**src/rtl/shift_p_to_s_stream.sv**
```systemverilog
// Parallel-to-serial shifter: one word shifting plus one word held, streamed
// gap-free with valid/last framing and a sink-side stall.
module shift_p_to_s_stream #(
    parameter int WIDTH     = 8,
    parameter bit LSB_FIRST = 1'b0,
    parameter bit IDLE_BIT  = 1'b1
) (
    input  logic             Clock,
    input  logic             Reset_n,
    input  logic [WIDTH-1:0] data,
    input  logic             load_valid,
    output logic             load_ready,
    input  logic             shift_en,
    output logic             sOut,
    output logic             sValid,
    output logic             sLast,
    output logic             busy
);

    // state   | meaning
    // S_IDLE  | nothing on sOut, shreg empty, hold always empty
    // S_SHIFT | shreg is on sOut, cnt = index of the bit currently driven
    typedef enum logic {S_IDLE, S_SHIFT} mode_e;

    localparam int            CW   = $clog2(WIDTH);
    localparam logic [CW-1:0] LAST = CW'(WIDTH - 1);

    mode_e            mode_q, mode_d;
    logic [WIDTH-1:0] shreg_q, shreg_d;
    logic [WIDTH-1:0] hold_q, hold_d;
    logic             hold_full_q, hold_full_d;
    logic [CW-1:0]    cnt_q, cnt_d;
    logic             accept;

    assign load_ready = !hold_full_q;
    assign accept     = load_valid && load_ready;

    always_comb begin
        mode_d      = mode_q;
        shreg_d     = shreg_q;
        hold_d      = hold_q;
        hold_full_d = hold_full_q;
        cnt_d       = cnt_q;
        case (mode_q)
            S_IDLE: begin
                if (accept) begin
                    shreg_d = data;
                    cnt_d   = '0;
                    mode_d  = S_SHIFT;
                end
            end
            S_SHIFT: begin
                if (shift_en && cnt_q == LAST) begin
                    // Last bit leaves: refill from hold first, else straight from the input.
                    if (hold_full_q) begin
                        shreg_d     = hold_q;
                        cnt_d       = '0;
                        hold_full_d = 1'b0;
                    end else if (accept) begin
                        shreg_d = data;
                        cnt_d   = '0;
                    end else begin
                        cnt_d  = '0;
                        mode_d = S_IDLE;
                    end
                end else begin
                    if (shift_en) begin
                        shreg_d = LSB_FIRST ? (shreg_q >> 1) : (shreg_q << 1);
                        cnt_d   = cnt_q + CW'(1);
                    end
                    if (accept) begin
                        hold_d      = data;
                        hold_full_d = 1'b1;
                    end
                end
            end
            default: mode_d = S_IDLE;
        endcase
    end

    always_ff @(posedge Clock or negedge Reset_n) begin
        if (!Reset_n) begin
            mode_q      <= S_IDLE;
            shreg_q     <= '0;
            hold_q      <= '0;
            hold_full_q <= 1'b0;
            cnt_q       <= '0;
        end else begin
            mode_q      <= mode_d;
            shreg_q     <= shreg_d;
            hold_q      <= hold_d;
            hold_full_q <= hold_full_d;
            cnt_q       <= cnt_d;
        end
    end

    assign sValid = (mode_q == S_SHIFT);
    assign sOut   = sValid ? (LSB_FIRST ? shreg_q[0] : shreg_q[WIDTH-1]) : IDLE_BIT;
    assign sLast  = sValid && (cnt_q == LAST);
    assign busy   = sValid || hold_full_q;

endmodule

```
**config.mk**
```make
export PLATFORM = sky130hd
export DESIGN_NAME = shift_p_to_s_stream
export DESIGN_NICKNAME = d
export VERILOG_FILES = /design/src/rtl/shift_p_to_s_stream.sv
export SDC_FILE = /design/constraint.sdc
export NUM_CORES = 1
export LEC_CHECK = 0
export CAP_MARGIN = 20
export CORE_AREA = 2 2 53 55
export CTS_BUF_LIST = sky130_fd_sc_hd__clkbuf_8
export CTS_CLUSTER_DIAMETER = 100
export CTS_CLUSTER_SIZE = 25
export DETAILED_ROUTE_END_ITERATION = 10
export DIE_AREA = 0 0 55 57
export GPL_ROUTABILITY_DRIVEN = 0
export GPL_TIMING_DRIVEN = 0
export PLACE_DENSITY = 0.68
export SYNTH_ARGS = -nofsm -noshare
export SYNTH_HDL_FRONTEND = slang
export SYNTH_SLANG_ARGS = --single-unit
export TNS_END_PERCENT = 100
```
**constraint.sdc**
```tcl
create_clock -name Clock -period 2.22 [get_ports Clock]
set_input_delay 0.555 -clock Clock [delete_from_list [all_inputs] [get_ports Clock]]
set_output_delay 0.555 -clock Clock [all_outputs]
set_load 0.005 [all_outputs]
```
### Word-level counts from Yosys, hierarchy flattened

Cells that the tools add are included.

| cells by class | value |
|---|---|
| reductions and logical operators | 9 |
| multiplexer cells | 16 |
| bitwise gates (word level) | 2 |
| eq/ne operators | 3 |
| add/sub/neg operators | 1 |

Operator list:

| operator | count |
|---|---|
| 2-to-1 mux 8 bit | 4 |
| one-hot mux 8 bit (2 select lines) | 1 |
| 2-to-1 mux 3 bit | 3 |
| 2-to-1 mux 1 bit | 6 |
| one-hot mux 3 bit (2 select lines) | 1 |
| AND reduction 2 bit | 2 |
| adder 3 x 1 -> 3 bit (second input constant) | 1 |
| equality test 3 bit (second input constant) | 1 |
| logical AND 1 bit | 3 |
| inequality test 3 x 2 -> 1 bit (second input constant) | 1 |
| AND reduction 3 bit | 1 |
| inequality test 2 bit (second input constant) | 1 |
| NOT 1 bit | 2 |
| one-hot mux 1 bit (2 select lines) | 1 |
| nonzero test 2 bit | 1 |
| zero test 1 bit | 1 |
| logical OR 1 bit | 1 |

| word-level totals | value |
|---|---|
| output and inout port bits | 5 |
| bits in registers | 21 |
| word-level logic and storage cells | 36 |
| bits of input ports | 12 |

### Longest topological paths before layout

| depth | value |
|---|---|
| word-level depth | 6 |
| mapped depth | 6 |
| gate-level depth less buffers | 5 |

### Worst setup path after synthesis

OpenSTA, ideal clock, no wires.

| timing path | value |
|---|---|
| path kind | register to register |
| start | register cnt_q[0] |
| end | register hold_q[0] |
| arrival | 1.579 ns |
| library setup time | 0.125 ns |
| required time | 2.095 ns |
| slack | 0.516 ns |
| clock period less this slack | 1.704 ns |
| stages on the path, launching flop included | 7 |
| cell sequence | dfrtp_1 > ha_1 > ha_1 > nand2_2 > and4_4 > buf_6 > mux2_4 |

| on the way | value |
|---|---|
| longest elaborated chain between the ends | 4 |

RTL lines:

| what | RTL line | text |
|---|---|---|
| from (decl) | 32 | `logic [CW-1:0] cnt_q, cnt_d;` |
| from (signal assigned) | 93 | `cnt_q <= cnt_d;` |
| equality test 3 bit | 53 | `if (shift_en && cnt_q == LAST) begin` |
| logical AND 1 bit | 53 |  |
| NOT 1 bit (no source line) | n/a |  |
| AND reduction 3 bit (no source line) | n/a |  |
| to (signal assigned) | 91 | `hold_q <= hold_d;` |
| to (decl) | 30 | `logic [WIDTH-1:0] hold_q, hold_d;` |

No other way between the ends.
A chain may end at the register's enable or synchronous reset.

### Worst setup path in the final report

| timing path | value |
|---|---|
| start | register cnt_q[0] |
| end | output sLast |

| on the way | value |
|---|---|
| longest elaborated chain between the ends | 2 |

RTL lines:

| what | RTL line | text |
|---|---|---|
| equality test 3 bit | 99 | `assign sLast = sValid && (cnt_q == LAST);` |
| logical AND 1 bit | 99 |  |
| to (decl) | 16 | `output logic sLast,` |

No other way between the ends.

==> metrics <==
DR vias/cell between 5 and 6; initial core utilization approximately 47%; max-cap violations 0; Worst Setup Start Kind register; clk root buf clkbuf_8; minimum clock period 2.161 ns; LEAKAGE 0.6225 nW; number of H-tree levels 1; Avg Inst Size Synth about 10 um^2; post-route design area ~1500 um^2; Finish-stage setup viols 0; Clock Latency Late Sink 0.27 ns; initial antenna violation count 0; FF-to-FF Start cnt_q[0]$_DFFE_PN0P_; Placement Setup Slack between 0.03 and 0.04 ns; Hold Crit Start hold_q[5]$_DFFE_PN0P_; Remaining Overflow, GRT 0; number of antenna diodes 0; setup repair after global routing missed its margin yes; synth cell count leaders 21 x dfrtp_1, 15 x nand2_1, 8 x mux2_2, 8 x mux2_4, 8 x o21ai_0; Mapped Nets 133; CTS tree built; CTS clk-pin slew, worst paths ~0.08 ns; top cells by area, synth dfrtp_1 42%, mux2_4 9.7%, mux2_2 7.3%; main combinational cell family by area after synthesis multiplexers; clk sinks 21; post-synthesis simple-gate area fraction ~15%; final core utilization between 50% and 60%; Tightest Hold Check Type register to register; layout cells sized above 1 between 20% and 30%; Synth cell types 32; crit path kind register to output pin; Synth Instances between 100 and 150; CTS Hold Buffers Added 0; routed vias 996; Max Fclk approximately 0.46 GHz; standard-cell rows 19; Synth Area in Compound Gates 16.28%; post-synthesis mux area share roughly 20%; first drt pass iteration count 4; final worst path period share around 97%; Routed WL per cell ~16 um; Boundary Pins 17; Port Buffers 16; Peak VDD IR between 0.7 and 0.8 mV; worst-path fanout max 6; Max Root-Sink Buffers 2; CTS buffer count 3; Cell Area, Synth about 1200 um^2; chip height between 50 and 60 um; largest net degree at the start of global routing 22; count leader, synth dfrtp_1; sequential area share after synthesis between 40% and 50%; post-synthesis adder-cell area fraction ~2.0%; crit path cell chain ha_2 -> ha_4 -> and2_1 -> clkdlybuf4s50_1; wirelength, routed between 2000 and 3000 um; DRC viols 0; initial detailed-routing violation count 16; dpl hpwl roughly 1900 um; worst slew pin tran 0.9348 ns; Antenna Nets Post-Route 0; share of the synthesized area in the top cell type between 40% and 50%; Setup TNS 0 ns; status finished, final reports clean; aggregate global-route resource usage between 20% and 30%; dpl cell area roughly 1400 um^2; die area roughly 3100 um^2; CP Capture Type output pin; Seq cells post-synth 21; relative slew slack between 30% and 40%; Slew Viols, Final 0; Async S/R FF share, synth 100.0%; Pwr per Cell Area around 1200 nW/um^2; synth-to-layout area growth 22.45%; crit path launch cnt_q[0]$_DFFE_PN0P_; first-pass GRT wire length 4478 um; Final WS setup 0.05890 ns; CP arrival between 1.5 and 2 ns; Synth area leader dfrtp_1; Fin. Hold Viols 0; yosys synthesis warning count 0; XOR/XNOR Fraction of Synth Area 0%; Main synth FF type dfrtp_1; Post-synth EDFFs 0; total power 0.001819 W; core area 2615 um^2; Worst path max stage delay roughly 0.43 ns; die width 55 um; CP Data Required Time about 1.7 ns; Clock Skew about 0.0065 ns; vias in the first global route 1008; Worst path slowest cell clkdlybuf4s50_1; Layout Nets 155
[stage by stage]
stage | hold slack [ns] | std cells
2_1_floorplan | 0.2594 | 119
3_3_place_gp | 0.4898 | 166
3_5_place_dp | 0.4938 | 166
4_1_cts | 0.5182 | 171
5_1_grt | 0.5333 | 171
6_report | 0.5122 | 171
[registers in the layout (all words and copies together), names as in the netlist]
name,count
cnt_q,3
hold_q,8
shreg_q,8
hold_full_q,1
sValid,1
[timing repair]
action / 4_1_cts / 5_1_grt
cloned: 0 / 0
buffers inserted: 1 / 0
resized for setup: 3 / 6
setup endpoints to repair: 1 / 3
[critical path: cells and delay by family, from the launching register on]
family	cells	cell delay, ns
AND/OR/NAND/NOR	1	0.13
adder cells (fa/ha/maj)	2	0.37
flip-flops	1	0.40
buffers and inverters	1	0.43
[routing by layer]
layer | global-route usage (%) | routed length, um | up-vias
li1 | - | - | 474
met1 | 23.55 | 1205 | 487
met2 | 35.37 | 1360 | 30
met3 | 3.927 | 127 | 5
met4 | 7.666 | 43 | 0
met5 | 0 | 0 | -
[area by class of cell]
cell class | count | area (um^2)
inverters | 5 | 22.52
plain buffers | 7 | 40.04
fillers | 235 | 1100
well taps | 31 | 38.79
clock inverters | 1 | 5.005
multi-input cells | 86 | 673.1
clock buffers | 3 | 41.29
flip-flops and latches | 21 | 526.8
repair buffers | 17 | 167.7
[cells in the final DEF (no fill, tap or decap), types with 2 or more instances in the layout]
cell / instances
mux2_4: 8
clkbuf_8: 3
mux2i_1: 4
and2_1: 6
nand2_1: 15
nor2b_1: 3
a31o_2: 2
o22ai_1: 7
o21ai_0: 8
inv_1: 4
a32oi_1: 5
nand2b_1: 3
dfrtp_1: 20
a21oi_1: 2
clkdlybuf4s50_1: 16
clkbuf_1: 3
mux2_2: 8
[cell families (layout without fill, tap and decap cells)]
| kind of cell | count (synthesis) | in the layout |
|---|---|---|
| AOI/OAI and AO/OA | 30 | 30 |
| muxes | 20 | 20 |
| DFF | 21 | 21 |
| adders and majority gates | 2 | 2 |
| and+or+nand+nor | 34 | 34 |
| buffers and inverters | 12 | 33 |
[report_power, final]
group	internal [W]	switching, W	total [W]	leakage, nW
Combinational	0.000486	0.000369	0.000855	0.347
Clock	0.000126	0.000136	0.000261	0.0255
Sequential	0.000559	0.000144	0.000702	0.250
[worst paths after layout]
kind | endpoint | slack, ns | depth (start not counted)
max in group asynchronous | sValid$_DFF_PN0_ | 0.79 | 1
max | sLast | 0.06 | 4
min reg2reg | hold_q[5]$_DFFE_PN0P_ | 0.51 | 1
min | hold_q[5]$_DFFE_PN0P_ | 0.51 | 1
min in group asynchronous | shreg_q[5]$_DFFE_PN0P_ | 0.80 | 1
max reg2reg | hold_q[3]$_DFFE_PN0P_ | 0.43 | 6
(Power assumes the default switching activity.)
